## src/rtl/pipeline_ctrl_if.sv

```systemverilog
// Control bundle between the hazard/cache side and the pipeline sequencer.
// The master side supplies the hazard and cache status inputs. The slave side
// (the sequencer) drives the latch controls, halt and the counters.
interface pipeline_ctrl_if #(parameter int CNT_W = 32);
  logic             ihit, dhit;
  logic             mem_dREN, mem_dWEN, mem_valid, mem_halt;
  logic             hazard, branch, jump;
  logic             pc_en, pc_redirect;
  logic             en_ifid, en_idex, en_exmem, en_memwb;
  logic             flush_ifid, flush_idex, flush_exmem;
  logic             halt;
  logic [CNT_W-1:0] cyc_cnt, stall_cnt, redir_cnt, ret_cnt;

  modport master (
    output ihit, dhit, mem_dREN, mem_dWEN, mem_valid, mem_halt, hazard, branch, jump,
    input  pc_en, pc_redirect, en_ifid, en_idex, en_exmem, en_memwb,
           flush_ifid, flush_idex, flush_exmem, halt,
           cyc_cnt, stall_cnt, redir_cnt, ret_cnt
  );

  modport slave (
    input  ihit, dhit, mem_dREN, mem_dWEN, mem_valid, mem_halt, hazard, branch, jump,
    output pc_en, pc_redirect, en_ifid, en_idex, en_exmem, en_memwb,
           flush_ifid, flush_idex, flush_exmem, halt,
           cyc_cnt, stall_cnt, redir_cnt, ret_cnt
  );
endinterface

```

## src/rtl/pipeline_ctrl.sv

```systemverilog
// Central pipeline sequencer for the five-stage core.
// It produces the latch enable/flush controls and the PC strobes combinationally
// from the FSM state and the hazard/cache inputs. It also owns the halt drain
// FSM and four saturating performance counters.
module pipeline_ctrl #(
  parameter int CNT_W = 32
) (
  input  logic             CLK,
  input  logic             RST,
  pipeline_ctrl_if.slave   bus
);
  typedef enum logic [1:0] {RUN = 2'd0, DRAIN = 2'd1, HALTED = 2'd2} state_e;

  localparam int NCNT = 4;
  localparam int C_CYC = 0, C_STALL = 1, C_REDIR = 2, C_RET = 3;

  state_e state_q;
  logic   halt_q;
  logic   mem_wait;

  logic pc_en, pc_redirect;
  logic en_ifid, en_idex, en_exmem, en_memwb;
  logic flush_ifid, flush_idex, flush_exmem;

  logic [NCNT-1:0]            inc;
  logic [NCNT-1:0][CNT_W-1:0] cnt_q, cnt_d;

  assign mem_wait = (bus.mem_dREN | bus.mem_dWEN) & ~bus.dhit;

  // Latch/PC controls: first matching rule wins in RUN; everything frozen otherwise.
  always_comb begin
    pc_en       = 1'b0;
    pc_redirect = 1'b0;
    en_ifid     = 1'b0;
    en_idex     = 1'b0;
    en_exmem    = 1'b0;
    en_memwb    = 1'b0;
    flush_ifid  = 1'b0;
    flush_idex  = 1'b0;
    flush_exmem = 1'b0;
    if (!RST && state_q == RUN) begin
      if (mem_wait) begin
        // whole pipe frozen until the dcache answers
      end else if (bus.mem_halt) begin
        en_memwb = 1'b1;  // only the HALT's write-back moves
      end else begin
        en_ifid  = 1'b1;
        en_idex  = 1'b1;
        en_exmem = 1'b1;
        en_memwb = 1'b1;
        if (bus.hazard) begin
          en_ifid    = 1'b0;
          flush_idex = 1'b1;
        end else if (bus.branch | bus.jump) begin
          // ihit ignored: the wrong-path fetch is discarded anyway
          pc_en       = 1'b1;
          pc_redirect = 1'b1;
          flush_ifid  = 1'b1;
        end else if (!bus.ihit) begin
          flush_ifid = 1'b1;
        end else begin
          pc_en = 1'b1;
        end
      end
    end
  end

  // Halt drain FSM: RUN -> DRAIN on an unblocked HALT, then HALTED until reset.
  always_ff @(posedge CLK or posedge RST) begin
    if (RST) begin
      state_q <= RUN;
      halt_q  <= 1'b0;
    end else begin
      case (state_q)
        RUN:     if (!mem_wait && bus.mem_halt) state_q <= DRAIN;
        DRAIN:   begin
                   state_q <= HALTED;
                   halt_q  <= 1'b1;
                 end
        HALTED:  state_q <= HALTED;
        default: state_q <= RUN;
      endcase
    end
  end

  assign inc[C_CYC]   = (state_q != HALTED);
  assign inc[C_STALL] = (state_q == RUN) & ~pc_en;
  assign inc[C_REDIR] = pc_redirect;
  assign inc[C_RET]   = en_memwb & bus.mem_valid;

  // Saturating counters: stick at all-ones instead of wrapping.
  for (genvar g = 0; g < NCNT; g++) begin : g_cnt
    assign cnt_d[g] = (inc[g] && cnt_q[g] != {CNT_W{1'b1}}) ? cnt_q[g] + CNT_W'(1) : cnt_q[g];
  end

  // Counter registers, cleared by reset.
  always_ff @(posedge CLK or posedge RST) begin
    if (RST) cnt_q <= '0;
    else     cnt_q <= cnt_d;
  end

  assign bus.pc_en       = pc_en;
  assign bus.pc_redirect = pc_redirect;
  assign bus.en_ifid     = en_ifid;
  assign bus.en_idex     = en_idex;
  assign bus.en_exmem    = en_exmem;
  assign bus.en_memwb    = en_memwb;
  assign bus.flush_ifid  = flush_ifid;
  assign bus.flush_idex  = flush_idex;
  assign bus.flush_exmem = flush_exmem;
  assign bus.halt        = halt_q;
  assign bus.cyc_cnt     = cnt_q[C_CYC];
  assign bus.stall_cnt   = cnt_q[C_STALL];
  assign bus.redir_cnt   = cnt_q[C_REDIR];
  assign bus.ret_cnt     = cnt_q[C_RET];
endmodule

```

## src/flat_wrapper.sv

```systemverilog
// flat-port wrapper written by rule: the top's interface ports become plain ports
module pipeline_ctrl_flat 
#(
  parameter int CNT_W = 32
)
  (CLK, RST, bus_ihit, bus_dhit, bus_mem_dREN, bus_mem_dWEN, bus_mem_valid, bus_mem_halt, bus_hazard, bus_branch, bus_jump, bus_pc_en, bus_pc_redirect, bus_en_ifid, bus_en_idex, bus_en_exmem, bus_en_memwb, bus_flush_ifid, bus_flush_idex, bus_flush_exmem, bus_halt, bus_cyc_cnt, bus_stall_cnt, bus_redir_cnt, bus_ret_cnt);
  pipeline_ctrl_if #(.CNT_W(CNT_W)) bus_i ();
  input  logic CLK;
  input  logic RST;
  input wire logic [$bits(bus_i.ihit)-1:0] bus_ihit;
  input wire logic [$bits(bus_i.dhit)-1:0] bus_dhit;
  input wire logic [$bits(bus_i.mem_dREN)-1:0] bus_mem_dREN;
  input wire logic [$bits(bus_i.mem_dWEN)-1:0] bus_mem_dWEN;
  input wire logic [$bits(bus_i.mem_valid)-1:0] bus_mem_valid;
  input wire logic [$bits(bus_i.mem_halt)-1:0] bus_mem_halt;
  input wire logic [$bits(bus_i.hazard)-1:0] bus_hazard;
  input wire logic [$bits(bus_i.branch)-1:0] bus_branch;
  input wire logic [$bits(bus_i.jump)-1:0] bus_jump;
  output wire logic [$bits(bus_i.pc_en)-1:0] bus_pc_en;
  output wire logic [$bits(bus_i.pc_redirect)-1:0] bus_pc_redirect;
  output wire logic [$bits(bus_i.en_ifid)-1:0] bus_en_ifid;
  output wire logic [$bits(bus_i.en_idex)-1:0] bus_en_idex;
  output wire logic [$bits(bus_i.en_exmem)-1:0] bus_en_exmem;
  output wire logic [$bits(bus_i.en_memwb)-1:0] bus_en_memwb;
  output wire logic [$bits(bus_i.flush_ifid)-1:0] bus_flush_ifid;
  output wire logic [$bits(bus_i.flush_idex)-1:0] bus_flush_idex;
  output wire logic [$bits(bus_i.flush_exmem)-1:0] bus_flush_exmem;
  output wire logic [$bits(bus_i.halt)-1:0] bus_halt;
  output wire logic [$bits(bus_i.cyc_cnt)-1:0] bus_cyc_cnt;
  output wire logic [$bits(bus_i.stall_cnt)-1:0] bus_stall_cnt;
  output wire logic [$bits(bus_i.redir_cnt)-1:0] bus_redir_cnt;
  output wire logic [$bits(bus_i.ret_cnt)-1:0] bus_ret_cnt;
  assign bus_i.ihit = bus_ihit;
  assign bus_i.dhit = bus_dhit;
  assign bus_i.mem_dREN = bus_mem_dREN;
  assign bus_i.mem_dWEN = bus_mem_dWEN;
  assign bus_i.mem_valid = bus_mem_valid;
  assign bus_i.mem_halt = bus_mem_halt;
  assign bus_i.hazard = bus_hazard;
  assign bus_i.branch = bus_branch;
  assign bus_i.jump = bus_jump;
  assign bus_pc_en = bus_i.pc_en;
  assign bus_pc_redirect = bus_i.pc_redirect;
  assign bus_en_ifid = bus_i.en_ifid;
  assign bus_en_idex = bus_i.en_idex;
  assign bus_en_exmem = bus_i.en_exmem;
  assign bus_en_memwb = bus_i.en_memwb;
  assign bus_flush_ifid = bus_i.flush_ifid;
  assign bus_flush_idex = bus_i.flush_idex;
  assign bus_flush_exmem = bus_i.flush_exmem;
  assign bus_halt = bus_i.halt;
  assign bus_cyc_cnt = bus_i.cyc_cnt;
  assign bus_stall_cnt = bus_i.stall_cnt;
  assign bus_redir_cnt = bus_i.redir_cnt;
  assign bus_ret_cnt = bus_i.ret_cnt;
  pipeline_ctrl #(.CNT_W(CNT_W)) u_core (.CLK(CLK), .RST(RST), .bus(bus_i));
endmodule
```

## config.mk

```make
export PLATFORM = sky130hd
export DESIGN_NAME = pipeline_ctrl_flat
export DESIGN_NICKNAME = d
export VERILOG_FILES = /design/src/rtl/pipeline_ctrl_if.sv /design/src/rtl/pipeline_ctrl.sv /design/src/flat_wrapper.sv
export SDC_FILE = /design/constraint.sdc
export NUM_CORES = 1
export LEC_CHECK = 0
export ABC_AREA = 1
export CORE_AREA = 2 2 116 140
export CTS_CLUSTER_SIZE = 28
export DETAILED_ROUTE_END_ITERATION = 16
export DIE_AREA = 0 0 118 142
export PLACE_DENSITY = 0.86
export SYNTH_ARGS = -nofsm -noshare
export SYNTH_HDL_FRONTEND = slang
export SYNTH_SLANG_ARGS = --single-unit
export TNS_END_PERCENT = 5
```

## constraint.sdc

```tcl
create_clock -name CLK -period 6.45 [get_ports CLK]
set_input_delay 0.645 -clock CLK [delete_from_list [all_inputs] [get_ports CLK]]
set_output_delay 0.645 -clock CLK [all_outputs]
set_load 0.01 [all_outputs]
```

======== Yosys cells after proc, flatten, opt, wreduce, memory -nomap -nowiden ========
Cells that the tools add are included.
storage, ports and cells
  input port bits ......................... 11
  bits in registers ....................... 131
operators by class
  mux-type cells .......................... 32
  add/subtract/negate cells ............... 4
  bitwise operators ....................... 7
  reduce and logical (&&, ||, !) cells .... 10
  equality and inequality tests ........... 8
operators by type and width
  kind                                                                   number
  32-bit by 1-bit adder with 32-bit output, second input constant        4
  32-bit != test, second input constant                                  4
  1-bit two-way mux                                                      30
  1-bit logical AND                                                      6
  2-bit case mux with 2 select lines                                     1
  1-bit AND                                                              3
  2-bit by 1-bit equality test with 1-bit output, second input constant  1
  2-bit equality test, second input constant                             1
  1-bit logical NOT                                                      2
  2-bit logical NOT                                                      1
  2-bit two-way mux                                                      1
  2-bit by 1-bit != test with 1-bit output, second input constant        1
  2-bit != test, second input constant                                   1
  1-bit inverter                                                         2
  1-bit OR                                                               2
  2-bit OR reduction                                                     1

======== Longest topological paths before layout ========
  depth in word-level cells ............... 9
  mapped depth ............................ 11
  depth with buffers taken out ............ 10

======== Worst setup path before layout ========
No wires, ideal clock.
  kind .................................... in2out
  from .................................... in bus_mem_dWEN
  to ...................................... out bus_en_idex
  data arrival time ....................... 1.309 ns
  path slack .............................. 4.496 ns
  stages on the path ...................... 4
  buffers on the path ..................... 1
  cell sequence ........................... o21bai_2 nand2_1 nor2_1 buf_4
between the ends
  longest elaborated chain between the ends .. 4
RTL lines
  item                             line                 text
  start, declared                  flat_wrapper.sv:13   input wire logic [$bits(bus_i.mem_dWEN)-1:0] bus_mem_dWEN;
  1-bit OR                         pipeline_ctrl.sv:28  assign mem_wait = (bus.mem_dREN | bus.mem_dWEN) & ~bus.dhit;
  1-bit AND                        pipeline_ctrl.sv:28
  1-bit two-way mux (2 in series)  -
  end, declared                    flat_wrapper.sv:22   output wire logic [$bits(bus_i.en_idex)-1:0] bus_en_idex;
No other way between the ends.

======== Worst setup path after layout ========
  from .................................... reg u_core.state_q[0]
  to ...................................... out bus_pc_redirect
between the ends
  longest elaborated chain between the ends .. 3
RTL lines
  item                    line                 text
  start, declared         pipeline_ctrl.sv:17  state_e state_q;
  start signal, assigned  pipeline_ctrl.sv:71  state_q <= RUN;
  start signal, assigned  pipeline_ctrl.sv:75  RUN: if (!mem_wait && bus.mem_halt) state_q <= DRAIN;
  start signal, assigned  pipeline_ctrl.sv:77  state_q <= HALTED;
  2-bit logical NOT       pipeline_ctrl.sv:41  if (!RST && state_q == RUN) begin
  1-bit logical AND       pipeline_ctrl.sv:41
  1-bit two-way mux       pipeline_ctrl.sv:41
  end, declared           flat_wrapper.sv:20   output wire logic [$bits(bus_i.pc_redirect)-1:0] bus_pc_redirect;
No other way between the ends.

==> run_results.csv <==
group,metric,value,unit
outcome,status,"complete, no violations",
power,peakVddDrop,0.202,mV
sta,timing.final.max_slew_violations,0,
drt,drtIter0Drc,722,
placed_design,dp_hpwl,16500,um
logic_synthesis,synth-main-ff-cell,"dfrtp_1",
floorplanning,rows,50,
floorplanning,ioPinCount,149,
sta,finalSetupViolations,0,
clock_network,clk_path_buf_depth,2,
clock_network,clock_latency,0.43,ns
drt,first_pass_iters,5,
logic_synthesis,netlist_top_cells_area,"dfrtp_1 37%, nand2_1 32%, nor2_1 8.1%, inv_1 4.5%, xor2_1 4.3%",
global_route,use_met2,0.507,
sta,finalCriticalPeriod,3.05,ns
global_route,grt_pass1_wl,39700,um
drt,wire_per_inst,13.0,um
critical_path,cp.arrival,2.41,ns
global_route,use_met3,0.0549,
logic_synthesis,ys_warn_count,0,
sta,grt_setup_unrepaired,"no",
critical_path,path_max_fanout,4,
logic_synthesis,synthesis.area,8940,um2
final_layout,area_delta_synth_final,24.4,%
clock_network,post-cts-setup-buffers,0,
global_route,grt_busiest_layer,"met2",
logic_synthesis,synth-seq-cells,131,
clock_network,cts_resized,0,
global_route,grt_start_max_net_pins,68,
critical_path,startpoint_type,"flop",
sta,tightest_slew,0.877,ns
logic_synthesis,syn_nets,1435,
critical_path,endpoint_kind,"output pin",
clock_network,cts_made_buffers,17,
logic_synthesis,yosysMostFrequentCell,"nand2_1",
floorplanning,fp.dieH,142,um
logic_synthesis,synthCells,1416,
clock_network,htree_levels,4,
critical_path,crit_type,"reg -> out",
global_route,grt_remaining_overflow,0,
drt,final_antenna_net_count,0,
floorplanning,die-area,16800,um2
job,drv_cap,0,
final_layout,antenna_cells,0,
logic_synthesis,async_flop_share,1.00,
clock_network,path_clk_slew,0.06,ns
sta,finalSetupTns,0,ns
floorplanning,core_area,15500,um2
clock_network,cts-root-buf,"clkbuf_16",
drt,vias_per_cell,5.12,
global_route,grt_usage,0.287,
sta,max_freq,0.327,GHz
floorplanning,die-width,118,um
logic_synthesis,synth_edf_count,0,
global_route,met1_usage,0.344,
clock_network,clock_sinks,131,
logic_synthesis,seq_area_frac_synth,0.367,
global_route,first_global_vias,8609,
logic_synthesis,syn_avg_cell_area,6.31,um2
placed_design,port-buffer-count,147,
clock_network,tritoncts,"done",
drt,dr_total_vias,9118,
clock_network,hold_buffers,0,
placed_design,gp_congestion,0.915,
floorplanning,initial_core_util,0.579,
logic_synthesis,synthDominantCellAreaShare,0.367,
sta,whs,0.525,ns
power,powerDensity,235,nW/um2
drt,drc,0,
final_layout,fin_nets,1580,
final_layout,layout-drive-gt1-share,0.0502,
logic_synthesis,synth_top_cells_by_count,"757 x nand2_1, 194 x nor2_1, 131 x dfrtp_1, 107 x inv_1, 60 x nand3_1",
sta,max-slew-margin-rel,0.415,
sta,finalCritPeriodShare,0.473,
critical_path,cp.required,5.80,ns
logic_synthesis,synth_top_area_cell,"dfrtp_1",
min_path,worstHoldPathType,"reg -> reg",
sta,finalHoldViolations,0,
logic_synthesis,yosysUniqueCellTypes,31,
sta,skew,0.00769,ns
drt,drt-total-wl,23200,um
power,leakage,5.27,nW
global_route,antenna_found_initial,0,
worst max-delay path, cell delays in order (launching register included):
cell             delay (ns)
dfrtp_1                0.37
inv_1                  0.12
ha_1                   0.24
inv_2                  0.05
nor2_2                 0.11
nand3_1                0.27
nor2_4                 0.24
clkdlybuf4s50_1        0.57
placed cells by master (no fill, tap or decap), types with 13 or more instances in the layout:
cell               n
clkbuf_16         17
clkdlybuf4s50_1  147
dfrtp_1          131
inv_1            106
nand2_1          757
nand3_1           60
nor2_1           193
nor2_2            13
xnor2_1           18
xor2_1            44
flip-flops by register name (all words and copies together) (netlist names):
| register | count |
|---|---|
| u_core.bus.cyc_cnt | 32 |
| u_core.bus.halt | 1 |
| u_core.bus.redir_cnt | 32 |
| u_core.bus.ret_cnt | 32 |
| u_core.bus.stall_cnt | 32 |
| u_core.state_q | 2 |
per-layer routing:
metal / wire (um) / up-vias
met5: 0 / -
met1: 9570 / 4158
met3: 1290 / 66
met4: 576 / 0
met2: 11800 / 315
li1: - / 4579
layout make-up:
type	count	area (um2)
sequential	131	3280
timing repair buffer	149	1490
multi-input combinational	1148	5030
clock buffer	20	457
fill	1309	4330
clock inverter	12	178
tap	208	260
inverter	114	440
power breakdown:
part           switching [mW]  internal, mW
logic                   0.367         0.215
clock network           0.387         0.668
registers              0.0890         0.883
total                   0.843          1.77
path summary, 6_finish.rpt:
path,startpoint,endpoint,slack [ns],depth (start not counted)
setup / recovery,u_core.state_q[0],bus_pc_redirect,3.40,7
hold / removal,u_core.bus.halt,u_core.bus.halt,0.53,1
setup reg to reg,u_core.state_q[0],u_core.bus.redir_cnt[3],4.17,10
hold reg to reg,u_core.bus.halt,u_core.bus.halt,0.53,1
max in group asynchronous,RST,u_core.bus.cyc_cnt[27],4.44,3
min in group asynchronous,RST,u_core.bus.ret_cnt[12],0.70,2
through the flow:
| stage | cells | utilization | area [um2] | setup slack [ns] | total power, mW |
|---|---|---|---|---|---|
| detailed placement | 1750 | 0.679 | 10500 | 3.35 | 1.57 |
| floorplan | 1416 | - | 8940 | 2.31 | 1.40 |
| global placement | 1750 | 0.679 | 10500 | 3.38 | 1.55 |
| CTS | 1782 | 0.720 | 11100 | 3.32 | 2.62 |
| finish | 1782 | 0.720 | 11100 | 3.40 | 2.61 |
| global route | 1782 | 0.720 | 11100 | 3.22 | 2.74 |
kinds of logic after synthesis:
group	after synthesis	share of synthesized area
and+or+nand+nor	1063	0.481
buffers and inverters	137	0.0714
DFF	131	0.367
xor gates and xnor gates	62	0.0607
AOI/OAI and AO/OA	14	0.00854
adders and majority gates	8	0.0112
other	1	0.000419
Power figures use the tool's default switching activity.
